**src/rtl/cipher_pkg.sv**
```systemverilog
// Shared constants and types for the cipher round sequencer and its datapath.
package cipher_pkg;

  localparam int ROUND_W_DEF    = 4;
  localparam int MAX_ROUNDS_DEF = 10;

  typedef enum logic [1:0] {
    IDLE = 2'd0,
    LOAD = 2'd1,
    RUN  = 2'd2,
    DONE = 2'd3
  } seq_state_t;

  typedef logic [ROUND_W_DEF-1:0] round_idx_t;

  function automatic int clamp_rounds(input int cfg, input int max_rounds);
    return (cfg > max_rounds) ? max_rounds : cfg;
  endfunction

endpackage

```
**src/rtl/round_sequencer_if.sv**
```systemverilog
// Handshake bundle between the round sequencer (master) and the host/datapath side (slave).
// The abort input exists only when ROUND_SEQUENCER_ABORT_EN is defined.
interface round_sequencer_if
  import cipher_pkg::*;
#(
  parameter int ROUND_W = ROUND_W_DEF
);
  logic               start;
  logic [ROUND_W-1:0] rounds_cfg;
  logic               decrypt;
  logic               dp_ready;
`ifdef ROUND_SEQUENCER_ABORT_EN
  logic               abort;
`endif
  logic               busy;
  logic               load_key;
  logic               round_en;
  logic [ROUND_W-1:0] round_idx;
  logic               last_round;
  logic               done;

`ifdef ROUND_SEQUENCER_ABORT_EN
  modport master (
    input  start, rounds_cfg, decrypt, dp_ready, abort,
    output busy, load_key, round_en, round_idx, last_round, done
  );
  modport slave (
    output start, rounds_cfg, decrypt, dp_ready, abort,
    input  busy, load_key, round_en, round_idx, last_round, done
  );
`else
  modport master (
    input  start, rounds_cfg, decrypt, dp_ready,
    output busy, load_key, round_en, round_idx, last_round, done
  );
  modport slave (
    output start, rounds_cfg, decrypt, dp_ready,
    input  busy, load_key, round_en, round_idx, last_round, done
  );
`endif

endinterface

```
**src/rtl/round_idx_cnt.sv**
```systemverilog
// Loadable up/down counter for the round index; saturates at its terminal value
// (0 when counting down, limit when counting up).
module round_idx_cnt #(
  parameter int W = 4
) (
  input  logic         clk,
  input  logic         rst,
  input  logic         clear,
  input  logic         load,
  input  logic [W-1:0] load_val,
  input  logic         en,
  input  logic         down,
  input  logic [W-1:0] limit,
  output logic [W-1:0] cnt,
  output logic         term
);

  logic [W-1:0] cnt_q;
  logic [W-1:0] cnt_d;

  assign term = down ? (cnt_q == '0) : (cnt_q == limit);
  assign cnt  = cnt_q;

  always_comb begin
    cnt_d = cnt_q;
    if (clear) begin
      cnt_d = '0;
    end else if (load) begin
      cnt_d = load_val;
    end else if (en && !term) begin
      cnt_d = down ? (cnt_q - W'(1)) : (cnt_q + W'(1));
    end
  end

  always_ff @(posedge clk) begin
    if (!rst) begin
      cnt_q <= '0;
    end else begin
      cnt_q <= cnt_d;
    end
  end

endmodule

```
**src/rtl/round_sequencer.sv**
```systemverilog
// Cipher round sequencer: start -> key load -> N rounds (ascending or descending index) -> done.
// Defining ROUND_SEQUENCER_ABORT_EN adds an abort input that cancels a sequence in LOAD/RUN.
module round_sequencer
  import cipher_pkg::*;
#(
  parameter int ROUND_W    = ROUND_W_DEF,
  parameter int MAX_ROUNDS = MAX_ROUNDS_DEF
) (
  input  logic              clk,
  input  logic              rst,
  round_sequencer_if.master bus
);

  seq_state_t         state_q, state_d;
  logic [ROUND_W-1:0] n_q, n_d;
  logic               dec_q, dec_d;
  logic [ROUND_W-1:0] rem_q, rem_d;
  logic               load_key_q, load_key_d;
  logic               done_q, done_d;

  logic               cnt_clear;
  logic               cnt_load;
  logic [ROUND_W-1:0] cnt_load_val;
  logic               cnt_en;
  logic [ROUND_W-1:0] idx;
  logic               idx_term;
  logic               round_en;
  logic               last_round;
  logic               abort_req;

`ifdef ROUND_SEQUENCER_ABORT_EN
  assign abort_req = bus.abort && ((state_q == LOAD) || (state_q == RUN));
`else
  assign abort_req = 1'b0;
`endif

  always_comb begin
    state_d      = state_q;
    n_d          = n_q;
    dec_d        = dec_q;
    rem_d        = rem_q;
    cnt_clear    = 1'b0;
    cnt_load     = 1'b0;
    cnt_load_val = '0;
    cnt_en       = 1'b0;
    round_en     = 1'b0;
    last_round   = 1'b0;

    unique case (state_q)
      IDLE: begin
        if (bus.start) begin
          if (bus.rounds_cfg != '0) begin
            n_d     = ROUND_W'(clamp_rounds(int'(bus.rounds_cfg), MAX_ROUNDS));
            dec_d   = bus.decrypt;
            state_d = LOAD;
          end else begin
            state_d = DONE;
          end
        end
      end
      LOAD: begin
        cnt_load     = 1'b1;
        cnt_load_val = dec_q ? (n_q - ROUND_W'(1)) : '0;
        rem_d        = n_q;
        state_d      = RUN;
      end
      RUN: begin
        last_round = (rem_q == ROUND_W'(1));
        round_en   = bus.dp_ready;
        if (bus.dp_ready) begin
          rem_d = rem_q - ROUND_W'(1);
          // The final round leaves the index parked on its last value.
          if (rem_q == ROUND_W'(1)) begin
            state_d = DONE;
          end else begin
            cnt_en = !idx_term;
          end
        end
      end
      DONE: begin
        cnt_clear = 1'b1;
        n_d       = '0;
        dec_d     = 1'b0;
        state_d   = IDLE;
      end
      default: state_d = IDLE;
    endcase

    if (abort_req) begin
      state_d   = IDLE;
      n_d       = '0;
      dec_d     = 1'b0;
      rem_d     = '0;
      cnt_clear = 1'b1;
      cnt_load  = 1'b0;
      cnt_en    = 1'b0;
      round_en  = 1'b0;
    end

    load_key_d = (state_d == LOAD);
    done_d     = (state_d == DONE);
  end

  always_ff @(posedge clk) begin
    if (!rst) begin
      state_q    <= IDLE;
      n_q        <= '0;
      dec_q      <= 1'b0;
      rem_q      <= '0;
      load_key_q <= 1'b0;
      done_q     <= 1'b0;
    end else begin
      state_q    <= state_d;
      n_q        <= n_d;
      dec_q      <= dec_d;
      rem_q      <= rem_d;
      load_key_q <= load_key_d;
      done_q     <= done_d;
    end
  end

  round_idx_cnt #(.W(ROUND_W)) u_idx_cnt (
    .clk      (clk),
    .rst      (rst),
    .clear    (cnt_clear),
    .load     (cnt_load),
    .load_val (cnt_load_val),
    .en       (cnt_en),
    .down     (dec_q),
    .limit    (n_q - ROUND_W'(1)),
    .cnt      (idx),
    .term     (idx_term)
  );

  assign bus.busy       = (state_q != IDLE);
  assign bus.load_key   = load_key_q;
  assign bus.round_en   = round_en;
  assign bus.round_idx  = idx;
  assign bus.last_round = last_round;
  assign bus.done       = done_q;

endmodule

```
**src/flat_wrapper.sv**
```systemverilog
// flat-port wrapper written by rule: the top's interface ports become plain ports
module round_sequencer_flat import cipher_pkg::*;
#(
  parameter int ROUND_W    = ROUND_W_DEF,
  parameter int MAX_ROUNDS = MAX_ROUNDS_DEF
)
  (clk, rst, bus_start, bus_rounds_cfg, bus_decrypt, bus_dp_ready, bus_busy, bus_load_key, bus_round_en, bus_round_idx, bus_last_round, bus_done);
  round_sequencer_if #(.ROUND_W(ROUND_W)) bus_i ();
  input  logic clk;
  input  logic rst;
  input wire logic [$bits(bus_i.start)-1:0] bus_start;
  input wire logic [$bits(bus_i.rounds_cfg)-1:0] bus_rounds_cfg;
  input wire logic [$bits(bus_i.decrypt)-1:0] bus_decrypt;
  input wire logic [$bits(bus_i.dp_ready)-1:0] bus_dp_ready;
  output wire logic [$bits(bus_i.busy)-1:0] bus_busy;
  output wire logic [$bits(bus_i.load_key)-1:0] bus_load_key;
  output wire logic [$bits(bus_i.round_en)-1:0] bus_round_en;
  output wire logic [$bits(bus_i.round_idx)-1:0] bus_round_idx;
  output wire logic [$bits(bus_i.last_round)-1:0] bus_last_round;
  output wire logic [$bits(bus_i.done)-1:0] bus_done;
  assign bus_i.start = bus_start;
  assign bus_i.rounds_cfg = bus_rounds_cfg;
  assign bus_i.decrypt = bus_decrypt;
  assign bus_i.dp_ready = bus_dp_ready;
  assign bus_busy = bus_i.busy;
  assign bus_load_key = bus_i.load_key;
  assign bus_round_en = bus_i.round_en;
  assign bus_round_idx = bus_i.round_idx;
  assign bus_last_round = bus_i.last_round;
  assign bus_done = bus_i.done;
  round_sequencer #(.ROUND_W(ROUND_W), .MAX_ROUNDS(MAX_ROUNDS)) u_core (.clk(clk), .rst(rst), .bus(bus_i));
endmodule
```
**config.mk**
```make
export PLATFORM = sky130hd
export DESIGN_NAME = round_sequencer_flat
export DESIGN_NICKNAME = d
export VERILOG_FILES = /design/src/rtl/cipher_pkg.sv /design/src/rtl/round_sequencer_if.sv /design/src/rtl/round_idx_cnt.sv /design/src/rtl/round_sequencer.sv /design/src/flat_wrapper.sv
export SDC_FILE = /design/constraint.sdc
export NUM_CORES = 1
export LEC_CHECK = 0
export BUFFER_PORTS_ARGS = -buffer_cell sky130_fd_sc_hd__buf_4
export CAP_MARGIN = 30
export CORE_ASPECT_RATIO = 1.2
export CORE_UTILIZATION = 45
export DETAILED_ROUTE_END_ITERATION = 7
export PLACE_DENSITY = 0.68
export SLEW_MARGIN = 20
export SYNTH_ARGS = -nofsm -noshare
export SYNTH_HDL_FRONTEND = slang
export SYNTH_HIERARCHICAL = 1
export SYNTH_SLANG_ARGS = --single-unit
```
**constraint.sdc**
```tcl
create_clock -name clk -period 2.5 [get_ports clk]
set_input_delay 0.5 -clock clk [delete_from_list [all_inputs] [get_ports clk]]
set_output_delay 0.5 -clock clk [all_outputs]
set_load 0.02 [all_outputs]
```
==> results.sh, run 1 <==
export IMPL_die_w_um=48.0
export IMPL_netlist_top_cells_area="dfxtp_1 (30%), ha_1 (11%), inv_1 (5.9%), xor2_1 (4.6%), a32o_1 (2.6%)"
export IMPL_dp_hpwl_um=1890
export IMPL_tightestPinTransition_ns=0.581
export IMPL_grt_max_degree=10
export IMPL_rows=19
export IMPL_post_route_period_util=0.991
export IMPL_power_uw=716
export IMPL_path_depth=11
export IMPL_io_pins=18
export IMPL_fin_setup_tns_ns=0
export IMPL_rr_endpoint="u_core/u_idx_cnt/cnt[3]"
export IMPL_cp_top_family="simple AND/OR/NAND/NOR gates"
export IMPL_synth_top_family_by_area="compound AO/OA/AOI/OAI gates"
export IMPL_synth_cells=130
export IMPL_outcome="finished clean"
export IMPL_antennaDiodeCount=0
export IMPL_grt_use_total=0.201
export IMPL_most_common_layout_cells="buf_4 (21), inv_1 (16), dfxtp_1 (15)"
export IMPL_path_class="reg -> reg"
export IMPL_cts_max_level=1
export IMPL_grt_overflow_total=0
export IMPL_antenna_found_initial=0
export IMPL_vias=1031
export IMPL_drive_gt1_frac=0.258
export IMPL_slew_headroom=0.610
export IMPL_hp_class="in -> reg"
export IMPL_cp_slowest_stage_delay_ns=0.37
export IMPL_muxShareOfSynthArea=0.00877
export IMPL_drt_iter0_drc=29
export IMPL_portBuffers=17
export IMPL_clk_latency_ns=0.29
export IMPL_viasPerCell=5.54
export IMPL_yosys_area_top_type="dfxtp_1"
export IMPL_setup_viol=0
export IMPL_yosys_area_share_simple=0.214
export IMPL_drc=0
export IMPL_met1_usage=0.248
export IMPL_cp_slowest_cell="dfxtp_4"
export IMPL_ys_seq_area_frac=0.298
export IMPL_dr_pass1_iters=4
export IMPL_syn_area_sq_mm=0.00114
export IMPL_finalMaxSlewViolations=0
export IMPL_clockRootBuffer="clkbuf_4"
export IMPL_cp_startpoint="u_core/n_q[1]"
export IMPL_finalHoldViolations=0
export IMPL_path_clk_slew_ns=0.11
export IMPL_synth_compound_area_share=0.224
export IMPL_nets=176
export IMPL_post_drt_wl_per_cell_um=13.7
export IMPL_busiest_layer="met2"
export IMPL_crit_required_ns=2.69
export IMPL_finalCriticalPeriod_ns=2.48
export IMPL_max_freq_ghz=0.404
export IMPL_utilization=0.603
export IMPL_ff2ff_path_depth=11
export IMPL_start_util=0.485
export IMPL_whs_ns=0.442
export IMPL_cts_inserted_buffers=3
export IMPL_crit_path_cell_trace="nor3_2 > xor2_1 > xor2_1 > nor3_4 > nand2_1 > nand2_1 > a211oi_2 > a21boi_2 > a21boi_4 > nor2_1 > or3_1"
export IMPL_crit_fanout=5
export IMPL_grt_pass1_wl_um=4040
export IMPL_cts_tree="built"
export IMPL_r2r_start="u_core/n_q[1]"
export IMPL_cts_buffer_depth=2
export IMPL_final_fill_count=208
export IMPL_yosys_warnings=6
export IMPL_startpoint_type="flip-flop"
export IMPL_final_common_cell="buf_4"
export IMPL_peakVddDrop_v=0.000344
export IMPL_synth_top_area_share=0.298
export IMPL_endpoint_kind="flip-flop"
export IMPL_gr_usage_met2=0.322
export IMPL_ys_seq_elements=17
export IMPL_critical_path_buf_inv_count=0
export IMPL_antenna_left=0
export IMPL_rsz0062_at_grt="yes"
export IMPL_ctsHoldBuffers=0
export IMPL_cap_violations=0
export IMPL_r2r_slack_ns=0.02
export IMPL_synthesis_nets=150
export IMPL_avgSynthCellArea_sq_um=8.78
export IMPL_die_area_sq_mm=0.00274
export IMPL_synthAdderAreaFrac=0.127
export IMPL_fin_worst_skew_ns=0.0146
export IMPL_leakage_uw=0.000618
export IMPL_crit_end="u_core/u_idx_cnt/cnt[3]"
export IMPL_place_gp_congestion=0.840
export IMPL_chipHeight_um=57.2
export IMPL_first_global_vias=1013
export IMPL_fp_coreArea_sq_mm=0.00235
export IMPL_power_density_mw_per_mm2=505
export IMPL_synth_xor_area_frac=0.0691
export IMPL_wl_um=2550
export IMPL_area_delta_synth_final_pct=24.3
export IMPL_met3_usage=0.0316
export IMPL_synth_distinct_cells=39
export IMPL_cp_arrival_ns=2.66
export IMPL_clock_sinks=17
## how the worst min path moves through the flow
stage	slack, ns	end	depth (start not counted)	start
after CTS	0.44	u_core/dec_q	2	bus_decrypt
after detailed placement	0.50	u_core/rem_q[0]	2	u_core/rem_q[0]
after global routing	0.43	u_core/dec_q	2	bus_decrypt
after floorplan	0.47	u_core/rem_q[0]	2	u_core/rem_q[0]
after global placement	0.50	u_core/rem_q[0]	2	u_core/rem_q[0]
final	0.44	u_core/dec_q	2	bus_decrypt
## sequential cells by signal (all words and copies together) (netlist names)
name                  count
u_core/bus.done           1
u_core/bus.load_key       1
u_core/dec_q              1
u_core/n_q                4
u_core/rem_q              4
u_core/state_q            2
u_core/u_idx_cnt/cnt      4
## cells by family after synthesis
| group | count (synthesis) |
|---|---|
| AND/OR/NAND/NOR | 42 |
| AO/OA/AOI/OAI | 32 |
| buffers and inverters | 18 |
| flip-flops | 17 |
| adder cells (fa/ha/maj) | 11 |
| XOR/XNOR | 9 |
| multiplexers | 1 |
## per-layer routing
| layer | wire length, um | up-vias |
|---|---|---|
| li1 | - | 513 |
| met1 | 1160 | 484 |
| met2 | 1250 | 30 |
| met3 | 96 | 4 |
| met4 | 33 | 0 |
| met5 | 0 | - |
## cell usage after synthesis (all sizes together)
library cell / count
inv: 18
dfxtp: 17
ha: 10
nand2: 8
nor2: 8
o21ai: 6
xor2: 6
nor3: 5
a211oi: 4
a21oi: 4
a32o: 4
nand3: 4
nor2b: 4
a311oi: 3
xnor2: 3
a21boi: 2
a21o: 2
a22o: 2
and2: 2
and4: 2
o21a: 2
a22oi: 1
and2b: 1
fa: 1
mux2i: 1
nand2b: 1
nand3b: 1
nor3b: 1
nor4: 1
nor4b: 1
nor4bb: 1
o221ai: 1
o31ai: 1
or3: 1
or4: 1
## power by group
part / total, uW / leakage, uW / switching [uW] / internal [uW]
Clock: 149 / 0.0000150 / 86.5 / 62.0
Sequential: 321 / 0.000140 / 27.2 / 294
Combinational: 246 / 0.000462 / 137 / 109
Total: 716 / 0.000618 / 251 / 465
## what timing repair did
action	in CTS	in global routing
buffers inserted	0	2
pin swaps	0	6
resized for setup	2	12
setup endpoints to repair	1	4
## through the flow
stage | std cells | instance area, sq um | setup slack, ns
floorplan | 130 | 1140 | 0.240
global placement | 180 | 1320 | 0.126
detailed placement | 180 | 1320 | -0.00723
CTS | 184 | 1360 | 0.0277
global route | 186 | 1420 | -0.104
finish | 186 | 1420 | 0.0229
## cell type report
| class | instances | area (sq um) | share of cell area |
|---|---|---|---|
| multi-input cells | 95 | 781 | 0.550 |
| repair buffers | 21 | 158 | 0.111 |
| inverters | 18 | 67.6 | 0.0476 |
| flip-flops and latches | 17 | 348 | 0.245 |
| clock buffers | 4 | 26.3 | 0.0185 |
| well taps | 31 | 38.8 | 0.0273 |
Note: power is estimated with default switching activity, not from simulation.
==> run 2: changes to the inputs <==
SETUP_SLACK_MARGIN = 0.05   (was unset)
==> run 2 against run 1 <==
Power rose by 0.11%. Clock skew barely moved. Global-route usage is 0.18 points higher. Clock power about the same. Highest routed layer unchanged.
==> results.sh, run 2 (synthesized netlist as in run 1, its figures left out) <==
export IMPL_outcome="finished clean"
export IMPL_antenna_found_initial=0
export IMPL_crit_required_ns=2.69
export IMPL_hp_class="in -> reg"
export IMPL_routed_wl_met2_um=1270
export IMPL_clock_sinks=17
export IMPL_post_drt_wl_per_cell_um=13.8
export IMPL_pre_cts_ws_ns=-0.00723
export IMPL_finalHoldViolations=0
export IMPL_endpoint_kind="flip-flop"
export IMPL_stdcell_count=187
export IMPL_finalMaxSlewViolations=0
export IMPL_cts_inserted_buffers=3
export IMPL_placedCellCount=180
export IMPL_drt_iter0_drc=27
export IMPL_final_common_cell="buf_4"
export IMPL_cts_max_level=1
export IMPL_place_gp_congestion=0.840
export IMPL_clockPowerShare=0.207
export IMPL_finalCriticalPeriod_ns=2.46
export IMPL_rows=19
export IMPL_io_pins=18
export IMPL_rsz0062_at_grt="yes"
export IMPL_grt_max_degree=10
export IMPL_cp_arrival_ns=2.65
export IMPL_drive_gt1_frac=0.263
export IMPL_viasPerCell=5.56
export IMPL_crit_fanout=5
export IMPL_power_frac_comb=0.345
export IMPL_fp_coreArea_sq_mm=0.00235
export IMPL_leakage_uw=0.000623
export IMPL_ctsHoldBuffers=0
export IMPL_slew_headroom=0.610
export IMPL_setup_viol=0
export IMPL_nets=177
export IMPL_cts_tree="built"
export IMPL_clk_latency_ns=0.29
export IMPL_chipHeight_um=57.2
export IMPL_path_class="reg -> reg"
export IMPL_tightestPinTransition_ns=0.580
export IMPL_startpoint_type="flip-flop"
export IMPL_highest_layer="met4"
export IMPL_grt_pass1_wl_um=4080
export IMPL_drc=0
export IMPL_clockRootBuffer="clkbuf_4"
export IMPL_cts_buffer_depth=2
export IMPL_max_freq_ghz=0.406
export IMPL_portBuffers=17
export IMPL_setup_ws_ns=0.0362
export IMPL_start_util=0.485
export IMPL_antennaDiodeCount=0
export IMPL_first_global_vias=1020
export IMPL_dp_hpwl_um=1890
export IMPL_area_delta_synth_final_pct=25.0
export IMPL_vias=1039
export IMPL_p_int_uw=466
export IMPL_m1WireLength_um=1190
export IMPL_routed_wl_met3_um=80
export IMPL_switching_share=0.350
export IMPL_die_area_sq_mm=0.00274
export IMPL_dr_pass1_iters=4
export IMPL_utilization=0.606
export IMPL_most_common_layout_cells="buf_4 (22), inv_1 (16), dfxtp_1 (15)"
export IMPL_netSwitchingPower_uw=251
export IMPL_post_route_period_util=0.986
export IMPL_die_w_um=48.0
export IMPL_power_density_mw_per_mm2=502
export IMPL_antenna_left=0
export IMPL_wl_um=2580
export IMPL_cap_violations=0
export IMPL_grt_use_total=0.203
export IMPL_grt_overflow_total=0
export IMPL_path_clk_slew_ns=0.11
export IMPL_peakVddDrop_v=0.000344
export IMPL_fin_setup_tns_ns=0
export IMPL_fin_worst_skew_ns=0.0143
export IMPL_p_seq_frac=0.448
export IMPL_whs_ns=0.442
run 2: cell count changes in the layout (fill, tap and decap cells not counted), sizes merged:
| cell | change |
|---|---|
| buf | +1 |
run 2: power groups by stage:
stage	registers (uW)	logic (uW)	clock network (uW)
floorplan	332	146	0
global placement	326	217	0
detailed placement	326	222	0
CTS	320	226	157
global route	324	273	169
finish	321	247	148
run 2: through the flow:
stage               instance area, sq um  total power [uW]
global route                        1430               766
finish                              1430               717
detailed placement                  1320               548
floorplan                           1140               478
global placement                    1320               543
CTS                                 1370               704
run 2: what timing repair did:
item                                    4_1_cts  5_1_grt
endpoints found under the setup margin        1        4
gates resized for setup                       4       10
pin swaps                                     0        7
buffers inserted                              1        2
run 2: per-layer routing:
layer	track usage	vias up
li1	-	514
met1	0.250	496
met2	0.326	25
met3	0.0316	4
met4	0.103	0
met5	0	-
run 2: final timing paths:
check	start	to	slack, ns	depth (start not counted)
setup / recovery	u_core/n_q[1]	u_core/u_idx_cnt/cnt[3]	0.04	11
hold / removal	bus_decrypt	u_core/dec_q	0.44	2
setup reg to reg	u_core/n_q[1]	u_core/u_idx_cnt/cnt[3]	0.04	11
hold reg to reg	u_core/rem_q[0]	u_core/rem_q[0]	0.51	2
run 2: layout make-up:
| type | count | area [sq um] |
|---|---|---|
| fill | 208 | 927 |
| sequential | 17 | 348 |
| clock buffer | 4 | 26.3 |
| timing repair buffer | 22 | 165 |
| inverter | 18 | 67.6 |
| multi-input combinational | 95 | 781 |
| tap | 31 | 38.8 |
run 2: worst max-delay path: stages, from the launching register on:
cell	delay, ns
dfxtp_4	0.37
nor3_2	0.17
xor2_1	0.22
xor2_1	0.27
nor3_4	0.05
nand2_1	0.09
nand2_1	0.07
a211oi_2	0.24
a21boi_2	0.20
a21boi_4	0.25
nor2_1	0.06
or3_1	0.35
==> run 3: changes to the inputs <==
CORE_UTILIZATION = 55   (was 45)
PLACE_DENSITY = 0.8   (was 0.68)
==> run 3 against run 2 <==
Maximum frequency is 5.6% higher. The run now ends with design-rule violations left. Critical path type unchanged. Power grew 0.68%. Non-clock buffer count up 1.
==> results.sh, run 3 (synthesized netlist as in run 1, its figures left out) <==
export IMPL_outcome="finished, violations left"
export IMPL_failed_checks="design-rule violations"
export IMPL_viasPerCell=6.19
export IMPL_drive_gt1_frac=0.274
export IMPL_crit_fanout=5
export IMPL_cp_slowest_cell="dfxtp_4"
export IMPL_cp_arrival_ns=2.51
export IMPL_dr_pass1_iters=6
export IMPL_busiest_layer="met2"
export IMPL_grt_overflow_total=0
export IMPL_cts_inserted_buffers=3
export IMPL_endpoint_kind="flip-flop"
export IMPL_clk_latency_ns=0.29
export IMPL_finalCriticalPeriod_ns=2.33
export IMPL_clockRootBuffer="clkbuf_4"
export IMPL_crit_path_cell_trace="inv_1 > ha_2 > xor2_2 > xor2_1 > nor2_2 > nand2_1 > nand2_1 > a211oi_2 > a21boi_2 > a21boi_4 > nor2_1 > or3_1"
export IMPL_max_freq_ghz=0.429
export IMPL_seqCellArea_sq_um=348
export IMPL_cp_slowest_stage_delay_ns=0.37
export IMPL_startpoint_type="flip-flop"
export IMPL_start_util=0.603
export IMPL_io_pins=18
export IMPL_die_w_um=43.6
export IMPL_cts_max_level=1
export IMPL_area_delta_synth_final_pct=23.2
export IMPL_cts_tree="built"
export IMPL_peakVddDrop_v=0.000343
export IMPL_cp_top_family="simple AND/OR/NAND/NOR gates"
export IMPL_leakage_uw=0.000617
export IMPL_fin_area_sq_mm=0.00141
export IMPL_hp_class="in -> reg"
export IMPL_power_uw=721
export IMPL_post_drt_wl_per_cell_um=14.7
export IMPL_finalHoldViolations=0
export IMPL_antenna_left=0
export IMPL_fin_worst_skew_ns=0.00420
export IMPL_first_global_vias=1047
export IMPL_place_gp_congestion=0.901
export IMPL_crit_required_ns=2.68
export IMPL_antennaDiodeCount=0
export IMPL_critical_path_buf_inv_count=1
export IMPL_final_fill_count=162
export IMPL_grt_max_degree=11
export IMPL_path_class="reg -> reg"
export IMPL_post_route_period_util=0.933
export IMPL_antenna_found_initial=0
export IMPL_fp_coreArea_sq_mm=0.00189
export IMPL_multi_input_area_sq_um=767
export IMPL_wl_um=2580
export IMPL_nets=178
export IMPL_met3_usage=0.0417
export IMPL_drc=2
export IMPL_critPathMostFrequentCell="nand2_1"
export IMPL_portBuffers=17
export IMPL_met1_usage=0.308
export IMPL_clock_sinks=17
export IMPL_final_common_cell="buf_4"
export IMPL_vias=1090
export IMPL_gr_usage_met2=0.445
export IMPL_finalMaxSlewViolations=0
export IMPL_dp_hpwl_um=1890
export IMPL_power_density_mw_per_mm2=513
export IMPL_setup_viol=0
export IMPL_grt_use_total=0.257
export IMPL_die_area_sq_mm=0.00226
export IMPL_cap_violations=0
export IMPL_most_common_layout_cells="buf_4 (23), inv_1 (17), dfxtp_1 (15)"
export IMPL_r2r_slack_ns=0.17
export IMPL_chipHeight_um=51.9
export IMPL_drt_iter0_drc=34
export IMPL_rsz0062_at_grt="yes"
export IMPL_tightestPinTransition_ns=0.515
export IMPL_slew_headroom=0.656
export IMPL_rows=17
export IMPL_grt_pass1_wl_um=4370
export IMPL_utilization=0.743
export IMPL_placed_area_sq_mm=0.00130
export IMPL_cts_buffer_depth=2
export IMPL_path_clk_slew_ns=0.10
export IMPL_ctsHoldBuffers=0
==> run 3: cell types whose count changed in the layout (fill, tap and decap cells not counted), sizes merged <==
cell and delta:
buf +1, clkbuf -1, clkinv +1
==> run 3: report_power, final <==
group	internal, uW	switching [uW]
logic	116	136
clock network	59.4	86.6
registers	294	29.1
==> run 3: area by class of cell <==
class / instances / area share
inverters: 18 / 0.0480
well taps: 19 / 0.0169
clock buffers: 3 / 0.0160
multi-input cells: 95 / 0.545
clock inverters: 1 / 0.00356
flip-flops and latches: 17 / 0.247
repair buffers: 23 / 0.123
==> run 3: per-stage QoR <==
stage | cells | hold WS [ns] | TNS [ns] | setup slack [ns]
floorplan | 130 | 0.474 | 0 | 0.240
global placement | 167 | 0.497 | 0 | 0.146
detailed placement | 167 | 0.505 | -0.0133 | -0.0133
CTS | 172 | 0.446 | 0 | 0.0749
global route | 176 | 0.446 | 0 | 0.0291
finish | 176 | 0.447 | 0 | 0.168
==> run 3: metal layers <==
metal,vias up,share of wire
met2,37,0.50
met3,6,0.042
met1,531,0.44
li1,516,-
met4,0,0.019
met5,-,0
==> run 3: path summary, 6_finish.rpt <==
| kind | from | end | depth (start not counted) |
|---|---|---|---|
| setup / recovery | u_core/n_q[1] | u_core/u_idx_cnt/cnt[3] | 12 |
| hold / removal | bus_decrypt | u_core/dec_q | 2 |
| hold reg to reg | u_core/n_q[1] | u_core/n_q[1] | 1 |
| setup reg to reg | u_core/n_q[1] | u_core/u_idx_cnt/cnt[3] | 12 |
==> run 3: timing repair <==
action	CTS	global route
endpoints found under the setup margin	1	4
setup buffers	1	4
pin swaps	2	5
resized for setup	4	9
